**config.mk**
```make
export PLATFORM = sky130hd
export DESIGN_NAME = nesctrl_reader
export DESIGN_NICKNAME = d
export VERILOG_FILES = /design/src/rtl/nesctrl_pkg.sv /design/src/rtl/nesctrl_sync.sv /design/src/rtl/nesctrl_reader.sv
export SDC_FILE = /design/constraint.sdc
export NUM_CORES = 1
export LEC_CHECK = 0
export ABC_CLOCK_PERIOD_IN_PS = 2000
export BUFFER_PORTS_ARGS = -buffer_cell sky130_fd_sc_hd__buf_4
export CORE_AREA = 8 8 115 117
export CTS_CLUSTER_DIAMETER = 40
export CTS_CLUSTER_SIZE = 12
export DETAILED_ROUTE_END_ITERATION = 10
export DIE_AREA = 0 0 123 125
export PLACE_DENSITY_LB_ADDON = 0.25
export SETUP_SLACK_MARGIN = 0.2
export SYNTH_ARGS = -nofsm -noshare
export SYNTH_HDL_FRONTEND = slang
export SYNTH_HIERARCHICAL = 1
export SYNTH_SLANG_ARGS = --single-unit
```
**constraint.sdc**
```tcl
create_clock -name clk -period 2 [get_ports clk]
set_clock_uncertainty 0.05 [all_clocks]
set_input_delay 0.4 -clock clk [delete_from_list [all_inputs] [get_ports clk]]
set_output_delay 0.4 -clock clk [all_outputs]
set_load 0.005 [all_outputs]
```
**src/rtl/nesctrl_pkg.sv**
```systemverilog
// nesctrl_pkg: shared definitions for the NES controller reader.
//   - state_e      : reader FSM states
//   - BTN_*        : bit positions of each button in the 8-bit button words
//   - *_CYC_DEF    : default timing for a 100 MHz system clock
package nesctrl_pkg;

   typedef enum logic [2:0] {
      StIdle,
      StLatch,
      StLow,
      StHigh,
      StDone
   } state_e;

   localparam int unsigned BTN_A      = 7;
   localparam int unsigned BTN_B      = 6;
   localparam int unsigned BTN_SELECT = 5;
   localparam int unsigned BTN_START  = 4;
   localparam int unsigned BTN_UP     = 3;
   localparam int unsigned BTN_DOWN   = 2;
   localparam int unsigned BTN_LEFT   = 1;
   localparam int unsigned BTN_RIGHT  = 0;

   localparam int unsigned LATCH_CYC_DEF = 1200;    // 12 us
   localparam int unsigned HALF_CYC_DEF  = 600;     // 6 us
   localparam int unsigned POLL_CYC_DEF  = 1666667; // 60 Hz

endpackage

```
**src/rtl/nesctrl_sync.sv**
```systemverilog
// nesctrl_sync: two-flop synchronizer for one asynchronous input.
// Ports:
//   clk_i   system clock
//   rst_ni  synchronous active-low reset
//   d_i     asynchronous input
//   q_o     synchronized output (two clk_i cycles of latency)
module nesctrl_sync #(
   parameter logic ResetVal = 1'b1
) (
   input  logic clk_i,
   input  logic rst_ni,
   input  logic d_i,
   output logic q_o
);

   logic meta_q;
   logic sync_q;

   always_ff @(posedge clk_i) begin
      if (!rst_ni) begin
         meta_q <= ResetVal;
         sync_q <= ResetVal;
      end else begin
         meta_q <= d_i;
         sync_q <= meta_q;
      end
   end

   assign q_o = sync_q;

endmodule

```
**src/rtl/nesctrl_reader.sv**
```systemverilog
// nesctrl_reader: periodic serial reader for two NES (4021-based) controllers.
// A free-running poll counter starts a frame: latch pulse, then eight LOW/HIGH
// half-periods of the shift clock, sampling both data lines at the end of each
// LOW half. The finished words are published with a one-cycle valid strobe.
// Ports:
//   clk                 system clock
//   rst                 synchronous active-low reset
//   nesctrl_ctrl1_q7    controller 1 serial data (async, buttons active-low)
//   nesctrl_ctrl2_q7    controller 2 serial data (async, buttons active-low)
//   nesctrl_pl1/_pl2    parallel-load (latch) to each controller
//   nesctrl_clk1/_clk2  shift clock to each controller
//   ctrl1_data          controller 1 buttons, active-high, A at [7]
//   nesctrl_ctrl2_data  controller 2 buttons, active-high, A at [7]
//   data_valid          one-cycle strobe, new words visible this cycle
module nesctrl_reader
   import nesctrl_pkg::*;
#(
   parameter int unsigned LATCH_CYC = LATCH_CYC_DEF,
   parameter int unsigned HALF_CYC  = HALF_CYC_DEF,
   parameter int unsigned POLL_CYC  = POLL_CYC_DEF
) (
   input  logic       clk,
   input  logic       rst,
   input  logic       nesctrl_ctrl1_q7,
   input  logic       nesctrl_ctrl2_q7,
   output logic       nesctrl_pl1,
   output logic       nesctrl_pl2,
   output logic       nesctrl_clk1,
   output logic       nesctrl_clk2,
   output logic [7:0] ctrl1_data,
   output logic [7:0] nesctrl_ctrl2_data,
   output logic       data_valid
);

   localparam int unsigned PhMax = (LATCH_CYC > HALF_CYC) ? LATCH_CYC : HALF_CYC;
   localparam int unsigned PhW   = $clog2(PhMax);
   localparam int unsigned PollW = $clog2(POLL_CYC);

   localparam logic [PhW-1:0]   LatchLast = PhW'(LATCH_CYC - 1);
   localparam logic [PhW-1:0]   HalfLast  = PhW'(HALF_CYC - 1);
   localparam logic [PollW-1:0] PollLast  = PollW'(POLL_CYC - 1);

   logic             q7_1_sync;
   logic             q7_2_sync;

   logic [PollW-1:0] poll_q, poll_d;
   logic             tick;

   state_e           state_q;
   logic [PhW-1:0]   ph_q;
   logic [2:0]       bit_cnt_q;
   logic [7:0]       sr1_q, sr2_q;
   logic [7:0]       data1_q, data2_q;
   logic             pl_q;
   logic             sclk_q;
   logic             valid_q;

   // Idle line level is high (no button pressed), so reset to 1.
   nesctrl_sync #(.ResetVal(1'b1)) u_sync1 (
      .clk_i  (clk),
      .rst_ni (rst),
      .d_i    (nesctrl_ctrl1_q7),
      .q_o    (q7_1_sync)
   );

   nesctrl_sync #(.ResetVal(1'b1)) u_sync2 (
      .clk_i  (clk),
      .rst_ni (rst),
      .d_i    (nesctrl_ctrl2_q7),
      .q_o    (q7_2_sync)
   );

   // Free-running poll counter; the tick is the wrap cycle.
   always_comb begin
      tick   = (poll_q == PollLast);
      poll_d = tick ? '0 : poll_q + 1'b1;
   end

   always_ff @(posedge clk) begin
      if (!rst) begin
         poll_q    <= '0;
         state_q   <= StIdle;
         ph_q      <= '0;
         bit_cnt_q <= '0;
         sr1_q     <= '0;
         sr2_q     <= '0;
         data1_q   <= '0;
         data2_q   <= '0;
         pl_q      <= 1'b0;
         sclk_q    <= 1'b0;
         valid_q   <= 1'b0;
      end else begin
         poll_q  <= poll_d;
         valid_q <= 1'b0;
         unique case (state_q)
            StIdle: begin
               // Ticks outside IDLE are dropped, so a frame never restarts.
               if (tick) begin
                  state_q <= StLatch;
                  pl_q    <= 1'b1;
                  ph_q    <= '0;
               end
            end
            StLatch: begin
               if (ph_q == LatchLast) begin
                  state_q   <= StLow;
                  pl_q      <= 1'b0;
                  ph_q      <= '0;
                  bit_cnt_q <= '0;
               end else begin
                  ph_q <= ph_q + 1'b1;
               end
            end
            StLow: begin
               if (ph_q == HalfLast) begin
                  // Data line has been stable for a full half-period here.
                  sr1_q <= {sr1_q[6:0], ~q7_1_sync};
                  sr2_q <= {sr2_q[6:0], ~q7_2_sync};
                  ph_q  <= '0;
                  if (bit_cnt_q == 3'd7) begin
                     state_q <= StDone;
                  end else begin
                     state_q <= StHigh;
                     sclk_q  <= 1'b1;
                  end
               end else begin
                  ph_q <= ph_q + 1'b1;
               end
            end
            StHigh: begin
               if (ph_q == HalfLast) begin
                  state_q   <= StLow;
                  sclk_q    <= 1'b0;
                  ph_q      <= '0;
                  bit_cnt_q <= bit_cnt_q + 1'b1;
               end else begin
                  ph_q <= ph_q + 1'b1;
               end
            end
            StDone: begin
               data1_q <= sr1_q;
               data2_q <= sr2_q;
               valid_q <= 1'b1;
               state_q <= StIdle;
            end
            default: begin
               state_q <= StIdle;
               pl_q    <= 1'b0;
               sclk_q  <= 1'b0;
            end
         endcase
      end
   end

   assign nesctrl_pl1        = pl_q;
   assign nesctrl_pl2        = pl_q;
   assign nesctrl_clk1       = sclk_q;
   assign nesctrl_clk2       = sclk_q;
   assign ctrl1_data         = data1_q;
   assign nesctrl_ctrl2_data = data2_q;
   assign data_valid         = valid_q;

endmodule

```
### After elaboration in Yosys (flattened, before gate mapping)

Index checks and enable logic that the tools add are counted.

| operators by class | value |
|---|---|
| $add $sub $neg | 3 |
| equal/unequal tests | 13 |
| multiplexer cells | 21 |
| bitwise logic cells | 5 |
| reductions and logical operators | 13 |

Operators by type and width:

| operator | count |
|---|---|
| 11-bit 2-to-1 mux | 3 |
| 11-bit case mux with 3 select lines | 1 |
| 21-bit by 1-bit adder with 21-bit output (second input constant) | 1 |
| 21-bit == test (second input constant) | 1 |
| 3-bit 2-to-1 mux | 7 |
| 3-bit case mux with 4 select lines | 1 |
| 11-bit by 1-bit adder with 11-bit output (second input constant) | 1 |
| 11-bit by 10-bit == test with 1-bit output (second input constant) | 1 |
| 11-bit == test (second input constant) | 1 |
| 2-bit inequality test (second input constant) | 5 |
| 4-bit AND reduction | 2 |
| 3-bit by 2-bit == test with 1-bit output (second input constant) | 2 |
| 3-bit == test (second input constant) | 2 |
| 1-bit 2-to-1 mux | 6 |
| 1-bit case mux with 3 select lines | 2 |
| 3-bit case mux with 2 select lines | 1 |
| 3-bit AND reduction | 2 |
| 3-bit OR reduction | 2 |
| 1-bit NOT | 5 |
| 2-bit AND reduction | 2 |
| 2-bit OR reduction | 2 |
| 3-bit by 1-bit adder with 3-bit output (second input constant) | 1 |
| 3-bit by 1-bit == test with 1-bit output (second input constant) | 1 |
| 3-bit logical NOT | 1 |
| 2 further kinds | 2 |

| storage, ports and cells | value |
|---|---|
| flip-flop bits (word level) | 77 |
| input bits | 4 |
| logic and storage cells | 70 |

### Longest topological paths before layout

| depth | value |
|---|---|
| depth after elaboration | 4 |
| mapped depth | 9 |
| depth with buffers taken out | 7 |

### Hierarchy

The synthesis kept the hierarchy.

By module, submodules not included:

| module | instances | cells each | area each (um2) | sequential area each (um2) |
|---|---|---|---|---|
| nesctrl_reader | 1 | 384 | 3,265.6 | 1,461.4 |
| nesctrl_sync | 2 | 4 | 52.6 | 40.0 |

### Least setup slack after synthesis

OpenSTA, ideal clock, no wires.

| path | value |
|---|---|
| path kind | flip-flop to flip-flop |
| start | register ph_q[0] |
| end | register ph_q[9] |
| library setup time | 0.122 ns |
| arrival time | 1.869 ns |
| required time | 1.828 ns |
| slack | -0.041 ns |
| stages on the path, launching flop included | 8 |
| path buffers | 1 |
| cells stage by stage | dfxtp_1 ha_1 and3_1 clkbuf_1 a31oi_1 o211ai_1 inv_1 a221o_1 |

| between the ends | value |
|---|---|
| cells in the longest elaborated chain, start to end | 3 |
| elaborated cells on any way between the ends | 6 |

RTL lines:

| what | RTL line | RTL |
|---|---|---|
| from (decl) | nesctrl_reader.sv:50 | `logic [PhW-1:0] ph_q;` |
| from (signal assigned) | nesctrl_reader.sv:111 | `ph_q <= ph_q + 1'b1;` |
| from (signal assigned) | nesctrl_reader.sv:127 | `ph_q <= ph_q + 1'b1;` |
| from (signal assigned) | nesctrl_reader.sv:137 | `ph_q <= ph_q + 1'b1;` |
| 11-bit by 1-bit adder with 11-bit output, or another cell as far along | nesctrl_reader.sv:111, nesctrl_reader.sv:127, nesctrl_reader.sv:137 |  |
| 11-bit 2-to-1 mux, on equally long branches | nesctrl_reader.sv:115, nesctrl_reader.sv:131, nesctrl_reader.sv:105 |  |
| 11-bit case mux with 3 select lines (*) | nesctrl_reader.sv:95 | `unique case (state_q)` |

Mark *: on every way between the ends. The rest lies on a longest branch, timed or not.
A chain may end at the register's enable or synchronous reset.

### Worst setup path after layout

| path | value |
|---|---|
| start | register poll_q[12] |
| end | register poll_q[18] |

| between the ends | value |
|---|---|
| cells in the longest elaborated chain, start to end | 2 |
| elaborated cells on any way between the ends | 3 |

RTL lines:

| what | RTL line | RTL |
|---|---|---|
| from (decl) | nesctrl_reader.sv:46 | `logic [PollW-1:0] poll_q, poll_d;` |
| from (signal assigned) | nesctrl_reader.sv:93 | `poll_q <= poll_d;` |
| parallel branches: the longest is 2 deep, another holds 21-bit by 1-bit adder with 21-bit output | -- |  |

Several ways; the timed one is not identified.

==> run metrics <==
status finished, violations left; failing checks setup timing; IO Count 25; Layout Nets 453; Final ANT Viol Nets 0; initial drt markers 206; Async SR Flop Fraction 0%; Reg power frac 45.3%; Placement Setup Slack 17.99 ps; Req. time, crit path 2180 ps; Synth Register Bits 77; CTS tree done; full die area 15380 sq um; Tcrit/Tclk final 100.8%; total power draw 3.412 mW; met1 usage in global routing 11.89%; Cells after DPL 571; layout cells sized above 1 28.06%; unrepaired setup endpoints after global routing true; Comb power frac 2.8%; Buf+Inv Stages, Crit Path 3; Int Pwr 2.720 mW; crit end category flop; Final Critical Period 2017 ps; CTS H-Tree Depth 3; switching power 692.3 uW; CP arrival 2190 ps; Max Root-Sink Buffers 2; Post-Place Cell Area 3924 sq um; Cell Rows 40; Primary FF master, synth dfxtp_1; average wire per standard cell 12.85 um; First-pass DRT Iterations 4; slew of the pin with the lowest slew margin 420.6 ps; clock sinks 77; GRT Total Usage 9.899%; crit path max-delay cell type or4b_4; crit path cell chain or4b_4 > nor4_4 > buf_4 > a21bo_4 > buf_12 > clkbuf_16 > nor2_1; distinct cell type count after synthesis 57; Initial Util 29.03%; Hold Buf Count CTS 0; Startpoint Class flop; Post-DP HPWL 5159 um; YS warnings 6; Seq/Total Area, Yosys 45.73%; GRT busiest layer met2; cell taking the most area after synthesis dfxtp_1; DR vias/cell 4.748; max incr delay on CP 550 ps; post-route cell area 4579 sq um; commonest non-fill, non-tap cell in the layout nand2_1; final core occ 39.44%; Congestion Overflow GR 0; TNS Setup -70.95 ps; met3 global-route usage 4.185%; clk root buf clkbuf_16; Filler cells 1172; largest net degree at the start of global routing 28; Mapped Cells 392; Area Overhead vs Synth 35.86%; Clk pin slew, worst setup/hold paths 60 ps; Post-synth EDFFs 0; fmax 495.8 MHz; fin. max-slew vios 0; Worst Setup Slack, final -16.79 ps; Leak Pwr 1.650 nW; drt total wl 7661 um; Setup CP Type reg2reg; global-route wire length before repair 12440 um; DRC viols 0; slew margin rel. 71.92%; number of global-route vias before repair 2644; hold_ws 195.2 ps; initial antenna violation count 0; # diodes 0; Die Wd 123 um; final hold viol count 0; Die H 125 um; top cell type's share of synthesized area 45.73%; Synth Net Count 401; synthesized area 3371 sq um; Crit path max-delay family simple AND/OR/NAND/NOR gates; CP max FO 7; synth top area cells dfxtp_1 (46%), nand2_1 (9.2%), a21boi_0 (5.3%); core box area 11610 sq um; total CTS buffers 9; Clock Latency Late Sink 340 ps; GPL Wtd Cong 0.7908; M2 GR Usage 15.65%; most frequent cells in the layout nand2_1 (82), dfxtp_1 (70), buf_4 (56), a21boi_0 (22); Hold/Removal Path Class in2reg; PD cells 745.2 nW/um^2; via count 2830; Final Non-Filler Cells 596; Max-Cap Viols 0; setup violators final 9; Mapped Avg Cell Area 8.599 sq um; Sw Ratio 20.29%; Port Buffers 24; worst vdd ir 0.0006392 V; Clk pwr share 51.8%
[area by class of cell]
cell class | instances | area, sq um | area share [%]
timing repair buffer | 62 | 536.8 | 11.72
tap | 147 | 183.9 | 4.016
clock inverter | 5 | 82.58 | 1.803
inverter | 8 | 30.03 | 0.6557
sequential | 77 | 1555 | 33.96
clock buffer | 11 | 242.7 | 5.301
multi-input combinational | 286 | 1948 | 42.54
[power by group through the flow]
stage                     clock [mW]  combinational (mW)  sequential, mW
after floorplan                    0              0.0419            1.58
after global placement             0              0.0596            1.58
after detailed placement           0              0.0591            1.58
after CTS                       1.82              0.0631            1.55
after global routing            1.88               0.104            1.55
final                           1.77              0.0972            1.55
[registers in the layout, indices dropped and copies added, names as in the netlist, 3 cells and up]
| register | flops |
|---|---|
| poll_q | 21 |
| ph_q | 11 |
| ctrl1_data | 8 |
| nesctrl_ctrl2_data | 8 |
| sr1_q | 8 |
| sr2_q | 8 |
| bit_cnt_q | 3 |
| state_q | 3 |
[synthesized netlist by cell type (all sizes together) (2+ instances only)]
cell and number:
a22o 2, o211a 2, ha 5, xor2 4, dfxtp 77, and2 3
a21o 3, nand2 83, nor4 7, and3 4, a41oi 2, nand4 8
nand2b 8, xnor2 14, inv 7, nor3b 4, clkbuf 17, or3 4
o21ai 8, a31oi 3, nor2 29, a21boi 31, nand3 13, buf 4
o31ai 3, a21oi 9, nor2b 2, nor3 9, or4 2, and4 3
[cell families after synthesis]
kind of cell | share of synthesized area [%]
mux | 0.6310
fa+ha+maj | 1.856
xor+xnor | 4.677
simple gates | 27.47
flops | 45.73
buf+inv | 3.526
compound gates | 16.11
[routing by layer]
layer  share of wire, %  up-vias
met5                  0        -
met4                1.1        0
met3                5.2        8
met2                 48       41
met1                 46     1314
li1                   -     1467
[worst paths after layout]
path | start | endpoint | slack [ps] | cells past startpoint
worst max-delay path | poll_q[12] | poll_q[18] | -20 | 7
worst min-delay path | nesctrl_ctrl1_q7 | u_sync1/meta_q | 200 | 2
worst max register to register | poll_q[12] | poll_q[18] | -20 | 7
worst min register to register | u_sync2/meta_q | u_sync2/q_o | 360 | 1
[what timing repair did]
item                       CTS  global route
buffers inserted             4             4
cloned                       0             1
gates resized for setup      8            51
setup endpoints to repair   35            50
pin swaps                    3            16
No activity file was read; power rests on OpenSTA's default activity.
